<file path="src/rtl/link_pkg.sv">
// Shared constants, state types and packet helpers for the board-to-board
// player-state link.
package link_pkg;

    localparam logic [7:0] SYNC_BYTE = 8'hFF;
    localparam int         PKT_LEN   = 5;

    typedef enum logic {IDLE, SEND}    tx_state_t;
    typedef enum logic {HUNT, COLLECT} rx_state_t;

    function automatic logic [1:0] link_chk(
        input logic [11:0] x,
        input logic [11:0] y,
        input logic [1:0]  btn
    );
        return x[1:0] ^ y[1:0] ^ btn;
    endfunction

    // Payload bytes keep bit7 clear so SYNC_BYTE can never alias data.
    function automatic logic [7:0] link_byte(
        input logic [2:0]  idx,
        input logic [11:0] x,
        input logic [11:0] y,
        input logic [1:0]  btn
    );
        logic [7:0] b;
        case (idx)
            3'd0:    b = SYNC_BYTE;
            3'd1:    b = {1'b0, x[11:5]};
            3'd2:    b = {1'b0, x[4:0], y[11:10]};
            3'd3:    b = {1'b0, y[9:3]};
            3'd4:    b = {1'b0, y[2:0], btn, link_chk(x, y, btn)};
            default: b = 8'h00;
        endcase
        return b;
    endfunction

endpackage

</file>
<file path="src/rtl/uart_link_rx.sv">
// Receive side of the player link: packet parser, error counter and
// link-alive timer.
module uart_link_rx
    import link_pkg::*;
#(
    parameter int LINK_TIMEOUT = 8_000_000,
    parameter int TO_W         = $clog2(LINK_TIMEOUT + 1)
) (
    input  logic        clk,
    input  logic        rst,
    input  logic        rx_empty,
    input  logic [7:0]  r_data,
    output logic        rd_uart,
    output logic [11:0] xpos_remote,
    output logic [11:0] ypos_remote,
    output logic [1:0]  btn_remote,
    output logic        remote_valid,
    output logic        link_up,
    output logic [7:0]  rx_err_cnt
);

    localparam logic [TO_W-1:0] TO_MAX = TO_W'(LINK_TIMEOUT);

    rx_state_t       state, state_nx;
    logic [1:0]      cnt, cnt_nx;
    logic [20:0]     pay, pay_nx;
    logic [27:0]     full;
    logic            good, err_ev;
    logic [TO_W-1:0] timer;

    assign rd_uart = !rx_empty;
    assign full    = {pay, r_data[6:0]};

    always_comb begin
        state_nx = state;
        cnt_nx   = cnt;
        pay_nx   = pay;
        good     = 1'b0;
        err_ev   = 1'b0;
        if (!rx_empty) begin
            unique case (state)
                HUNT: begin
                    if (r_data == SYNC_BYTE) begin
                        state_nx = COLLECT;
                        cnt_nx   = 2'd0;
                    end
                end
                COLLECT: begin
                    if (r_data == SYNC_BYTE) begin
                        cnt_nx = 2'd0;
                        err_ev = 1'b1;
                    end else if (r_data[7]) begin
                        state_nx = HUNT;
                        err_ev   = 1'b1;
                    end else if (cnt == 2'd3) begin
                        state_nx = HUNT;
                        if (link_chk(full[27:16], full[15:4], full[3:2]) == full[1:0])
                            good = 1'b1;
                        else
                            err_ev = 1'b1;
                    end else begin
                        pay_nx = {pay[13:0], r_data[6:0]};
                        cnt_nx = cnt + 2'd1;
                    end
                end
                default: ;
            endcase
        end
    end

    always_ff @(posedge clk or negedge rst) begin
        if (!rst) begin
            state        <= HUNT;
            cnt          <= '0;
            pay          <= '0;
            xpos_remote  <= '0;
            ypos_remote  <= '0;
            btn_remote   <= '0;
            remote_valid <= 1'b0;
            link_up      <= 1'b0;
            rx_err_cnt   <= '0;
            timer        <= '0;
        end else begin
            state        <= state_nx;
            cnt          <= cnt_nx;
            pay          <= pay_nx;
            remote_valid <= good;
            if (good) begin
                xpos_remote <= full[27:16];
                ypos_remote <= full[15:4];
                btn_remote  <= full[3:2];
            end
            if (err_ev && rx_err_cnt != 8'hFF)
                rx_err_cnt <= rx_err_cnt + 8'd1;
            // Timer parks at TO_MAX so link_up stays down until a good packet.
            if (good) begin
                timer   <= '0;
                link_up <= 1'b1;
            end else if (timer != TO_MAX) begin
                timer <= timer + 1'b1;
                if (timer == TO_MAX - 1'b1)
                    link_up <= 1'b0;
            end
        end
    end

endmodule

</file>
<file path="src/rtl/uart_link_ctl.sv">
// Player-state link scheduler: per-frame TX packet writer plus the RX
// parser, both talking to the UART FIFO pair.
module uart_link_ctl
    import link_pkg::*;
#(
    parameter int LINK_TIMEOUT = 8_000_000,
    parameter int TO_W         = $clog2(LINK_TIMEOUT + 1)
) (
    input  logic        clk,
    input  logic        rst,
    input  logic        v_tick,
    input  logic [11:0] xpos_local,
    input  logic [11:0] ypos_local,
    input  logic [1:0]  btn_local,
    input  logic        tx_full,
    output logic        wr_uart,
    output logic [7:0]  w_data,
    input  logic        rx_empty,
    input  logic [7:0]  r_data,
    output logic        rd_uart,
    output logic [11:0] xpos_remote,
    output logic [11:0] ypos_remote,
    output logic [1:0]  btn_remote,
    output logic        remote_valid,
    output logic        link_up,
    output logic [7:0]  rx_err_cnt
);

    tx_state_t   state, state_nx;
    logic [2:0]  idx, idx_nx;
    logic        pending, pending_nx;
    logic        snap;
    logic        v_q, v_rise;
    logic [11:0] px, py;
    logic [1:0]  pb;

    assign v_rise = v_tick && !v_q;

    always_comb begin
        state_nx   = state;
        idx_nx     = idx;
        pending_nx = pending;
        snap       = 1'b0;
        wr_uart    = 1'b0;
        w_data     = 8'h00;
        unique case (state)
            IDLE: begin
                if (v_rise) begin
                    snap     = 1'b1;
                    state_nx = SEND;
                    idx_nx   = 3'd0;
                end
            end
            SEND: begin
                if (v_rise)
                    pending_nx = 1'b1;
                if (!tx_full) begin
                    wr_uart = 1'b1;
                    w_data  = link_byte(idx, px, py, pb);
                    if (idx == 3'(PKT_LEN - 1)) begin
                        idx_nx = 3'd0;
                        // An edge on the last byte counts as pending too.
                        if (pending || v_rise) begin
                            snap       = 1'b1;
                            pending_nx = 1'b0;
                        end else begin
                            state_nx = IDLE;
                        end
                    end else begin
                        idx_nx = idx + 3'd1;
                    end
                end
            end
            default: ;
        endcase
    end

    always_ff @(posedge clk or negedge rst) begin
        if (!rst) begin
            state   <= IDLE;
            idx     <= '0;
            pending <= 1'b0;
            v_q     <= 1'b0;
            px      <= '0;
            py      <= '0;
            pb      <= '0;
        end else begin
            state   <= state_nx;
            idx     <= idx_nx;
            pending <= pending_nx;
            v_q     <= v_tick;
            if (snap) begin
                px <= xpos_local;
                py <= ypos_local;
                pb <= btn_local;
            end
        end
    end

    uart_link_rx #(
        .LINK_TIMEOUT (LINK_TIMEOUT),
        .TO_W         (TO_W)
    ) u_rx (
        .clk          (clk),
        .rst          (rst),
        .rx_empty     (rx_empty),
        .r_data       (r_data),
        .rd_uart      (rd_uart),
        .xpos_remote  (xpos_remote),
        .ypos_remote  (ypos_remote),
        .btn_remote   (btn_remote),
        .remote_valid (remote_valid),
        .link_up      (link_up),
        .rx_err_cnt   (rx_err_cnt)
    );

endmodule
</file>
<file path="config.mk">
export PLATFORM = sky130hd
export DESIGN_NAME = uart_link_ctl
export DESIGN_NICKNAME = d
export VERILOG_FILES = /design/src/rtl/link_pkg.sv /design/src/rtl/uart_link_rx.sv /design/src/rtl/uart_link_ctl.sv
export SDC_FILE = /design/constraint.sdc
export NUM_CORES = 1
export LEC_CHECK = 0
export ABC_CLOCK_PERIOD_IN_PS = 2100
export BUFFER_PORTS_ARGS = -buffer_cell sky130_fd_sc_hd__buf_2
export CELL_PAD_IN_SITES_DETAIL_PLACEMENT = 1
export CELL_PAD_IN_SITES_GLOBAL_PLACEMENT = 2
export CORE_UTILIZATION = 40
export CTS_BUF_LIST = sky130_fd_sc_hd__clkbuf_4
export CTS_CLUSTER_DIAMETER = 40
export DETAILED_ROUTE_END_ITERATION = 6
export GPL_TIMING_DRIVEN = 0
export PLACE_DENSITY = 0.81
export SETUP_SLACK_MARGIN = 0.4
export SLEW_MARGIN = 0
export SYNTH_ARGS = -nofsm -noshare
export SYNTH_HDL_FRONTEND = slang
export SYNTH_HIERARCHICAL = 1
export SYNTH_SLANG_ARGS = --single-unit
</file>
<file path="constraint.sdc">
create_clock -name clk -period 2.1 [get_ports clk]
set_input_delay 0.315 -clock clk [delete_from_list [all_inputs] [get_ports clk]]
set_output_delay 0.315 -clock clk [all_outputs]
set_load 0.1 [all_outputs]
</file>
==> run metrics, run 1 <==
largest net degree at the start of global routing=64; Reg-to-Reg Start=idx[0]$_DFFE_PN0P_; post-synth cell types=51; Placed Instances=676; vias in the first global route=4361; FP Rows=41; CP Launch Type=register; register-to-register setup slack=-0.11 ns; GP Congestion=0.7495; Sequential Area=0.002908 sq mm; TritonCTS clock tree=yes; Worst Hold Class=in -> reg; PnR Total Power=8543 uW; pre-CTS WS=-0.6812 ns; CTS clk-pin slew, worst paths=0.11 ns; sequential cell area fraction in the yosys report=54.04%; most frequent cells after synthesis=dfrtp_1, mux2_2, nor2_1, nand2_1, xnor2_1; CP arrival=2.20 ns; Root Driver=clkbuf_4; slowest stage delay, CP=0.43 ns; CTS Buffer Depth=2; Fin. Hold Viols=0; fillers=1324; fin crit share=119.9%; Area Overhead vs Synth=43.21%; nets=632; most instantiated library cell after synthesis=dfrtp_1; Setup Viol. Count Final=27; Worst path top cell family by delay=buffers and inverters; clock latency at the later pin of the worst-skew pair=0.52 ns; die extent in x=117.4 um; worst hold start=xpos_local[5]; share of the synthesized area in the top cell type=54.04%; initial antenna violation count=0; setup slack after layout=-0.4189 ns; Yosys warnings=6; crit path buf inv count=4; GRT Resource Usage Total=22.21%; Leak=0.003615 uW; Multi-input gate area=0.002626 sq mm; Post-route DRC=0; fin util=59.46%; unrepaired setup endpoints after global routing=true; diode count=0; FF+latch count, synth=115; Area after DPL=0.006264 sq mm; Area contributors post-synth=dfrtp_1, mux2_2, mux2_4; Synth async-reset ratio=100.0%; Fmax=0.3970 GHz; layout cells sized above 1=49.41%; Crit Path Class=reg -> out; Final Critical Period=2.519 ns; DRT antenna net count=0; DP Wirelength=8.358 mm; wire per inst=19.05 um; slew margin rel.=56.07%; drt pass-1 iters=4; routed wl met2=7.712 mm; port bufs=83; CTS Buf Count=17; MaxCap Viol Count=0; synthesized net count=468; slowest cell on the critical path=dfrtp_2; Worst R2R End=px[3]$_DFFE_PN0P_; crit path launch=idx[0]$_DFFE_PN0P_; hold-critical path depth=2; Final Cell Area=0.007626 sq mm; Worst-Margin Slew=0.6589 ns; gr ovfl total=0; top sig layer=met4; clk_skew=0.01641 ns; worst path required time=1.78 ns; R2R cell count=11; Die H=117.4 um; Hold Crit Endpoint=px[5]$_DFFE_PN0P_; Die Footprint=0.01378 sq mm; via count=3953; number of synthesized flops with an enable pin=0; critical path, cell by cell=inv_2, ha_4, clkbuf_8, o21ba_4, o31ai_4, buf_6, a31oi_4, buf_12; PwrDens=1120 mW/mm^2; drt total wl=14.65 mm; Sink Count=115; Finished Layout Cells=769; CP endpoint kind=output port; mapped cell area=0.005325 sq mm; status=finished with violations; routed wl met3=600 um; core area=0.01282 sq mm; initial DRC count=115; first-pass GRT wire length=23.63 mm; Main synth FF type=dfrtp_1; crit path max fanout=4; area leader, netlist=dfrtp_1; M1 wire length=6.113 mm; final slew viol count=0; Via density=5.140; VDD IR-drop max=410.7 uV; H-tree levels=4; Syn Area/Cell=12.68 sq um; violated checks=setup timing; initial core utilization=41.52%; Mapped Cells=420; Ports=85
stage by stage:
step	TNS [ns]	hold WS [ns]
6_report	-4.481	0.05455
5_1_grt	-6.899	-0.01448
4_1_cts	-3.207	0.0005635
3_5_place_dp	-4.627	0.3113
3_3_place_gp	-91.16	0.4526
2_1_floorplan	-1.786	0.01941
cell families (layout without fill, tap and decap cells):
| group | after synthesis | after routing | synth area share, % |
|---|---|---|---|
| flops | 115 | 115 | 54.04 |
| mux | 77 | 77 | 17.58 |
| compound gates | 49 | 49 | 6.743 |
| simple gates | 107 | 107 | 10.39 |
| fa+ha+maj | 9 | 9 | 2.115 |
| xor+xnor | 35 | 35 | 6.321 |
| buf+inv | 28 | 205 | 2.819 |
cells in the final DEF, fill, tap and decap left out, types with 6 or more instances in the layout:
cell / instances
buf_12: 15
xnor2_1: 23
nor2_1: 28
buf_2: 39
nand2_1: 24
dfrtp_4: 6
buf_6: 14
o21ai_0: 10
nand3_1: 7
nand4_1: 6
dfrtp_2: 6
dfrtp_1: 103
clkbuf_4: 46
mux2_4: 44
nor3_1: 8
dlygate4sd3_1: 23
mux2_2: 31
a22o_1: 6
xor2_1: 8
inv_1: 7
buf_4: 35
routing by layer:
layer,GRT usage [%],vias up
li1,-,1810
met1,26.82,2028
met2,37.91,96
met3,5.788,19
met4,8.279,0
met5,0,-
worst max-delay path by stage:
stage                                      to  cells past startpoint
2_1_floorplan                       w_data[2]                      4
3_3_place_gp   u_rx/rx_err_cnt[1]$_DFFE_PN0P_                      1
3_5_place_dp                        w_data[0]                      7
4_1_cts                             w_data[2]                      8
5_1_grt                             w_data[5]                      8
6_report                            w_data[5]                      8
layout make-up:
type | count | share of cell area (%)
Clock buffer | 22 | 2.166
Sequential cell | 115 | 38.13
Timing Repair Buffer | 145 | 17.11
Inverter | 12 | 0.6727
Buffer | 16 | 2.576
Clock inverter | 10 | 2.084
Multi-Input combinational cell | 277 | 34.44
Tap cell | 172 | 2.822
timing repair:
action                                 4_1_cts  5_1_grt
setup endpoints to repair                  106      109
pin swaps                                    8        5
cloned                                       3        0
gates resized for setup                     89       51
buffers inserted                            28        7
hold buffers                                13       10
endpoints found under the hold margin       64       10
state kept, by name, summed over array words and instances, names as in the netlist:
signal and count:
v_q 1, u_rx/cnt 2, u_rx/timer 23, u_rx/btn_remote 2
u_rx/rx_err_cnt 8, px 12, pb 2, u_rx/pay 21
u_rx/xpos_remote 12, u_rx/remote_valid 1, state 1, idx 3
u_rx/state 1, u_rx/ypos_remote 12, pending 1, u_rx/link_up 1
py 12
power breakdown:
group          total, uW  internal, uW  leakage, uW  switching (uW)
clock               1870          1010     0.000164             861
sequential          2930          2590      0.00149             340
combinational       3750          1870      0.00197            1880
total               8540          5460      0.00362            3080
Note: power is estimated with default switching activity, not from simulation.
==> inputs of run 2 (changes only) <==
--- a/config.mk
+++ b/config.mk
@@ -16,6 +16,7 @@
 export GPL_TIMING_DRIVEN = 0
 export PLACE_DENSITY = 0.81
 export SETUP_SLACK_MARGIN = 0.4
+export SKIP_LAST_GASP = 1
 export SLEW_MARGIN = 0
 export SYNTH_ARGS = -nofsm -noshare
 export SYNTH_HDL_FRONTEND = slang
==> run 2 against run 1 <==
Net effect: the flow still finishes with violations (setup timing); global-route usage is 0.20 points higher; clock power about the same; routed wire length rose by 4.6%; die area did not move; count of clock-buffer cells in the layout unchanged; combinational power increased by 3%; design area about the same; sequential share of layout area is essentially flat.
==> run metrics, run 2 (synthesized netlist as in run 1, its figures left out) <==
top flop regs=u_rx/timer x23, u_rx/pay x21 (unchanged); Finished Layout Cells=769 (unchanged); first-pass GRT wire length=23.57 mm (was 23.63 mm); slew margin rel.=54.75% (was 56.07%); Root Driver=clkbuf_4 (unchanged); clk_skew=0.02020 ns (was 0.01641 ns); Reg-to-Reg Start=idx[0]$_DFFE_PN0P_ (unchanged); GRT Resource Usage Total=22.41% (was 22.21%); Largest Register=u_rx/timer (unchanged); worst path required time=1.78 ns (about the same); initial DRC count=142 (was 115); drt total wl=15.32 mm (was 14.65 mm); initial core utilization=41.52% (unchanged); DP Wirelength=8.358 mm (unchanged); crit path launch=idx[0]$_DFFE_PN0P_ (unchanged); die extent in x=117.4 um (unchanged); Final Critical Period=2.586 ns (was 2.519 ns); fillers=1325 (was 1324); TritonCTS clock tree=yes (unchanged); Setup Viol. Count Final=30 (was 27); initial antenna violation count=1 (was 0); CTS Buf Count=17 (unchanged); vias in the first global route=4305 (was 4361); CTS clk-pin slew, worst paths=0.10 ns (was 0.11 ns); status=finished with violations (unchanged); Post-route DRC=0 (unchanged); Die Footprint=0.01378 sq mm (unchanged); Die H=117.4 um (unchanged); PwrDens=1138 mW/mm^2 (was 1120 mW/mm^2); Ports=85 (unchanged); gr ovfl total=0 (unchanged); Sink Count=115 (unchanged); Sequential Area=0.002908 sq mm (unchanged); Crit Path Class=reg -> out (unchanged); setup slack after layout=-0.4863 ns (was -0.4189 ns); FP Rows=41 (unchanged); unrepaired setup endpoints after global routing=true (unchanged); Placed Instances=676 (unchanged); CTS Buffer Depth=2 (unchanged); H-tree levels=4 (unchanged); max reg flops=23 (unchanged); via count=3997 (was 3953); nets=631 (was 632); layout cells sized above 1=48.49% (was 49.41%); CP endpoint kind=output port (unchanged); clock latency at the later pin of the worst-skew pair=0.53 ns (was 0.52 ns); wire per inst=19.92 um (was 19.05 um); Via density=5.198 (was 5.140); most frequent cells in the layout=dfrtp_1, clkbuf_4, mux2_4 (unchanged); fin crit share=123.2% (was 119.9%); violated checks=setup timing (unchanged); met1 global-route usage=26.97% (was 26.82%); MaxCap Viol Count=0 (unchanged); Worst-Margin Slew=0.6788 ns (was 0.6589 ns); CP Launch Type=register (unchanged); crit path max fanout=8 (was 4); port bufs=83 (unchanged); met3 Use GR=5.982% (was 5.788%); CP arrival=2.27 ns (was 2.20 ns); GP Congestion=0.7495 (unchanged); largest net degree at the start of global routing=64 (unchanged); grt peak-use layer=met2 (unchanged); fin util=59.43% (was 59.46%); drt pass-1 iters=4 (unchanged); register-to-register setup slack=-0.13 ns (was -0.11 ns); final slew viol count=0 (unchanged); met2 track demand over resource=38.17% (was 37.91%); Multi-input gate area=0.002619 sq mm (was 0.002626 sq mm); most common cell after layout, fill and taps aside=dfrtp_1 (unchanged); Leak=0.003605 uW (was 0.003615 uW); Fmax=0.3866 GHz (was 0.3970 GHz); VDD IR-drop max=410.0 uV (was 410.7 uV); Worst Hold Class=in -> reg (unchanged); Area Overhead vs Synth=43.14% (was 43.21%); worst hold start=btn_local[1] (was xpos_local[5]); DRT antenna net count=0 (unchanged); core area=0.01282 sq mm (unchanged); Fin. Hold Viols=0 (unchanged)
==> run 2: where the power goes <==
| group | switching [uW] | internal, uW |
|---|---|---|
| logic | 1970 | 1880 |
| registers | 373 | 2590 |
| clock network | 857 | 1000 |
==> run 2: routing by layer <==
layer	vias to the layer above	share of wire, %
met1	2053	41
met2	106	53
met5	-	0
met3	30	4.3
met4	0	2.7
li1	1808	-
==> run 2: final timing paths <==
path	end	depth (start not counted)
max in group asynchronous	u_rx/rx_err_cnt[1]$_DFFE_PN0P_	3
worst min register to register	u_rx/ypos_remote[10]$_DFFE_PN0N_	1
min in group asynchronous	u_rx/link_up$_DFFE_PN0P_	2
worst min-delay path	pb[1]$_DFFE_PN0P_	2
worst max register to register	py[6]$_DFFE_PN0P_	11
worst max-delay path	w_data[0]	6
==> run 2: final cells by class <==
class | count | area share [%]
repair buffers | 144 | 17.09
diodes | 1 | 0.03283
clock buffers | 22 | 2.167
clock inverters | 10 | 2.085
plain buffers | 16 | 2.594
inverters | 12 | 0.7058
flip-flops and latches | 115 | 38.15
multi-input cells | 277 | 34.36
well taps | 172 | 2.823
==> run 2: critical path, cell delays in order (launching register included) <==
cell     delay (ns)
dfrtp_2        0.47
ha_2           0.20
ha_1           0.20
buf_6          0.15
a32oi_1        0.39
a21oi_4        0.14
buf_12         0.19
==> run 2: per-stage QoR <==
| step | hold WS (ns) | area, sq um | worst slack [ns] | TNS (ns) | total power (uW) |
|---|---|---|---|---|---|
| after detailed placement | 0.3113 | 6264 | -0.6812 | -4.627 | 5555 |
| after CTS | 0.0005635 | 7305 | -0.4183 | -3.278 | 8360 |
| after global placement | 0.4526 | 6230 | -1.127 | -91.16 | 5499 |
| final | 0.05400 | 7622 | -0.4863 | -5.454 | 8672 |
| after global routing | 0.003820 | 7622 | -0.5591 | -7.053 | 9003 |
| after floorplan | 0.01941 | 5599 | -0.2704 | -1.786 | 5040 |
==> run 2: what timing repair did <==
action                                  in CTS  in global routing
endpoints found under the setup margin     106                110
hold endpoints to repair                    64                 12
gates cloned                                 3                  0
hold buffers                                13                 12
resized for setup                           86                 53
pin swaps                                    8                 11
buffers inserted                            28                  4
==> inputs of run 3 (changes only) <==
--- a/config.mk
+++ b/config.mk
@@ -9,16 +9,15 @@
 export BUFFER_PORTS_ARGS = -buffer_cell sky130_fd_sc_hd__buf_2
 export CELL_PAD_IN_SITES_DETAIL_PLACEMENT = 1
 export CELL_PAD_IN_SITES_GLOBAL_PLACEMENT = 2
-export CORE_UTILIZATION = 40
+export CORE_UTILIZATION = 39
 export CTS_BUF_LIST = sky130_fd_sc_hd__clkbuf_4
 export CTS_CLUSTER_DIAMETER = 40
 export DETAILED_ROUTE_END_ITERATION = 6
 export GPL_TIMING_DRIVEN = 0
-export PLACE_DENSITY = 0.81
+export PLACE_DENSITY = 0.79
 export SETUP_SLACK_MARGIN = 0.4
 export SKIP_LAST_GASP = 1
 export SLEW_MARGIN = 0
 export SYNTH_ARGS = -nofsm -noshare
 export SYNTH_HDL_FRONTEND = slang
-export SYNTH_HIERARCHICAL = 1
 export SYNTH_SLANG_ARGS = --single-unit
==> run 3 against run 2 <==
Net effect: the run still ends with setup timing left; total power down 3.0%; synthesized cell count shrank 2.1%; clock skew down 0.0060 ns; cell count up 0.26%; die area increased by 0.51%; largest cell class unchanged; highest routed layer unchanged.
==> run metrics, run 3 <==
sw frac=36.97% (was 36.90%); unrepaired setup endpoints after global routing=true (unchanged); crit path buf inv count=3 (was 2); drt pass-1 iters=4 (unchanged); post-synth cell types=44 (was 51); nets=633 (was 631); Fmax=0.3771 GHz (was 0.3866 GHz); crit path max fanout=7 (was 8); multiplexer area fraction after synthesis=17.53% (was 17.58%); routed wl met3=693 um (was 651 um); most frequent cells in the layout=dfrtp_1, buf_4, mux2_4 (was dfrtp_1, clkbuf_4, mux2_4); violated checks=setup timing (unchanged); pre-CTS WS=-0.5162 ns (was -0.6812 ns); status=finished with violations (unchanged); TritonCTS clock tree=yes (unchanged); Via density=5.211 (was 5.198); Post-Synth Simple-Gate Area=10.96% (was 10.39%); Yosys warnings=0 (was 6); largest net degree at the start of global routing=81 (was 64); die extent in x=117.7 um (was 117.4 um); setup slack after layout=-0.5515 ns (was -0.4863 ns); gr ovfl total=0 (unchanged); Multi-input gate area=0.002659 sq mm (was 0.002619 sq mm); Area Overhead vs Synth=49.03% (was 43.14%); M1 wire length=6.577 mm (was 6.203 mm); max reg flops=23 (unchanged); WHS=0.06657 ns (was 0.05400 ns); number of synthesized flops with an enable pin=0 (unchanged); Finished Layout Cells=771 (was 769); clock latency at the later pin of the worst-skew pair=0.55 ns (was 0.53 ns); top flop regs=u_rx.timer x23, u_rx.pay x21 (was u_rx/timer x23, u_rx/pay x21); first-pass GRT wire length=23.88 mm (was 23.57 mm); critical path, cell by cell=inv_2, ha_2, nor2b_4, o41ai_4, buf_12, a31oi_4, buf_12 (was ha_2, ha_1, buf_6, a32oi_1, a21oi_4, buf_12); worst path required time=1.78 ns (about the same); CP Launch Type=register (unchanged); slew margin rel.=67.13% (was 54.75%); most used cell, CP=buf_12; Die Footprint=0.01385 sq mm (was 0.01378 sq mm); CTS Buffer Depth=2 (unchanged); fin crit share=126.3% (was 123.2%); CTS clk-pin slew, worst paths=0.12 ns (was 0.10 ns); final slew viol count=0 (unchanged); via count=4018 (was 3997); wire per inst=21.01 um (was 19.92 um); Root Driver=clkbuf_4 (unchanged); drt total wl=16.20 mm (was 15.32 mm); vias in the first global route=4251 (was 4305); largest family of logic cells by synthesized area=multiplexers (unchanged); Combinational Power Share=42.1% (was 44.4%); Worst path top cell family by delay=buffers and inverters (was compound AO/OA/AOI/OAI gates); initial DRC count=182 (was 142); sequential cell area fraction in the yosys report=55.14% (was 54.04%); Seq pwr share=33.8% (was 34.1%); FF+latch count, synth=115 (unchanged); fillers=1266 (was 1325); FP Rows=41 (unchanged); internal power=5300 uW (was 5472 uW); CP arrival=2.34 ns (was 2.27 ns); Mapped Cells=411 (was 420); Psw=3109 uW (was 3200 uW); Main synth FF type=dfrtp_1 (unchanged); most common cell after layout, fill and taps aside=dfrtp_1 (unchanged); initial antenna violation count=1 (unchanged); area share of fa/ha/maj cells after synthesis=2.158% (was 2.115%); most instantiated library cell after synthesis=dfrtp_1 (unchanged); Largest Register=u_rx.timer (was u_rx/timer); post-synthesis compound-gate area fraction=5.586% (was 6.743%); most frequent cells after synthesis=dfrtp_1, mux2_2, nor2_1, nand2_1 (was dfrtp_1, mux2_2, nor2_1, nand2_1, xnor2_1); layout cells sized above 1=50.67% (was 48.49%); Worst Hold Class=in -> reg (unchanged); GP Congestion=0.7483 (was 0.7495); H-tree levels=4 (unchanged); share of the synthesized area in the top cell type=55.14% (was 54.04%); Ports=85 (unchanged); Fin. Hold Viols=0 (unchanged); synthesized net count=459 (was 468); clk_skew=0.01424 ns (was 0.02020 ns); Final Critical Period=2.651 ns (was 2.586 ns); port bufs=83 (unchanged); Area contributors post-synth=dfrtp_1, mux2_2, mux2_4 (unchanged); core area=0.01282 sq mm (unchanged); VDD IR-drop max=537.9 uV (was 410.0 uV); slowest stage delay, CP=0.49 ns (was 0.47 ns); Post-route DRC=0 (unchanged); initial core utilization=40.69% (was 41.52%); DP Wirelength=8.458 mm (was 8.358 mm); Sequential Area=0.002912 sq mm (was 0.002908 sq mm); top sig layer=met4 (unchanged); Sink Count=115 (unchanged); slowest cell on the critical path=dfrtp_2 (unchanged); fin util=60.64% (was 59.43%); PwrDens=1081 mW/mm^2 (was 1138 mW/mm^2); GRT Resource Usage Total=22.72% (was 22.41%); Leak=0.003654 uW (was 0.003605 uW); Synth async-reset ratio=100.0% (unchanged); Die H=117.7 um (was 117.4 um); Worst-Margin Slew=0.4930 ns (was 0.6788 ns); Crit Path Class=reg -> out (unchanged); mapped cell area=0.005219 sq mm (was 0.005325 sq mm); Setup TNS=-7.858 ns (was -5.454 ns); area leader, netlist=dfrtp_1 (unchanged); Post-Synth XOR/XNOR Area=6.377% (was 6.320%); Placed Instances=667 (was 676); MaxCap Viol Count=0 (unchanged); Setup Viol. Count Final=34 (was 30); CTS Buf Count=17 (unchanged); clock share of power=24.1% (was 21.5%); routed wl met2=8.439 mm (was 8.053 mm); CP endpoint kind=output port (unchanged); Syn Area/Cell=12.70 sq um (was 12.68 sq um); DRT antenna net count=0 (unchanged)
[run 3: power by group through the flow]
| stage | combinational (uW) | sequential (uW) | clock, uW |
|---|---|---|---|
| 3_5_place_dp | 2200 | 2800 | 0 |
| 6_report | 3540 | 2840 | 2030 |
| 5_1_grt | 3680 | 2870 | 2180 |
| 4_1_cts | 2900 | 2750 | 2060 |
| 2_1_floorplan | 1780 | 2730 | 0 |
| 3_3_place_gp | 2140 | 2780 | 0 |
[run 3: path summary, 6_finish.rpt]
path                                         start                        endpoint  slack, ns  cells after the start
max in group asynchronous                      rst       u_rx.timer[8]$_DFFE_PN0P_       1.15                      3
min in group asynchronous                      rst  u_rx.rx_err_cnt[0]$_DFFE_PN0P_       0.20                      2
setup reg to reg                idx[1]$_DFFE_PN0P_               px[4]$_DFFE_PN0P_      -0.19                     10
setup / recovery                idx[0]$_DFFE_PN0P_                       w_data[6]      -0.55                      7
hold reg to reg            u_rx.cnt[0]$_DFFE_PN0P_         u_rx.cnt[0]$_DFFE_PN0P_       0.51                      1
hold / removal                            rx_empty          u_rx.state$_DFFE_PN0N_       0.07                      3
[run 3: routing by layer]
layer  vias to the layer above  GRT usage (%)
met5                         -              0
met4                         0          6.971
met3                        41          7.074
met2                       127          38.09
met1                      2038          27.86
li1                       1812              -
[run 3: timing repair]
item | in CTS | in global routing
setup buffers | 23 | 16
gates resized for setup | 98 | 83
cloned | 1 | 1
hold endpoints to repair | 65 | 0
pin swaps | 6 | 16
endpoints found under the setup margin | 130 | 103
hold buffers | 30 | 0
[run 3: layout make-up]
cell class	instances	share of cell area (%)
Buffer	14	2.252
Antenna cell	1	0.03218
Inverter	7	0.5309
Clock inverter	13	2.654
Timing Repair Buffer	155	18.31
Clock buffer	19	1.834
Multi-Input combinational cell	275	34.19
Sequential cell	115	37.44
Tap cell	172	2.767
[run 3: metrics by stage]
stage,instance area [sq um],power [uW]
6_report,7777,8408
5_1_grt,7777,8722
4_1_cts,7286,7716
3_5_place_dp,6082,4992
3_3_place_gp,6048,4919
2_1_floorplan,5418,4512
[run 3: logic make-up after synthesis]
kind of cell    Yosys count
fa+ha+maj                 9
flops                   115
compound gates           44
xor+xnor                 38
mux                      75
buf+inv                  21
simple gates            109
[run 3: worst register-to-register path, delay by kind of cell, from the launching register on]
family / cells / cell delay (ns)
buffers and inverters: 5 / 0.66
AND/OR/NAND/NOR: 2 / 0.32
flip-flops: 1 / 0.48
multiplexers: 1 / 0.31
AO/OA/AOI/OAI: 1 / 0.24
adder cells (fa/ha/maj): 1 / 0.19
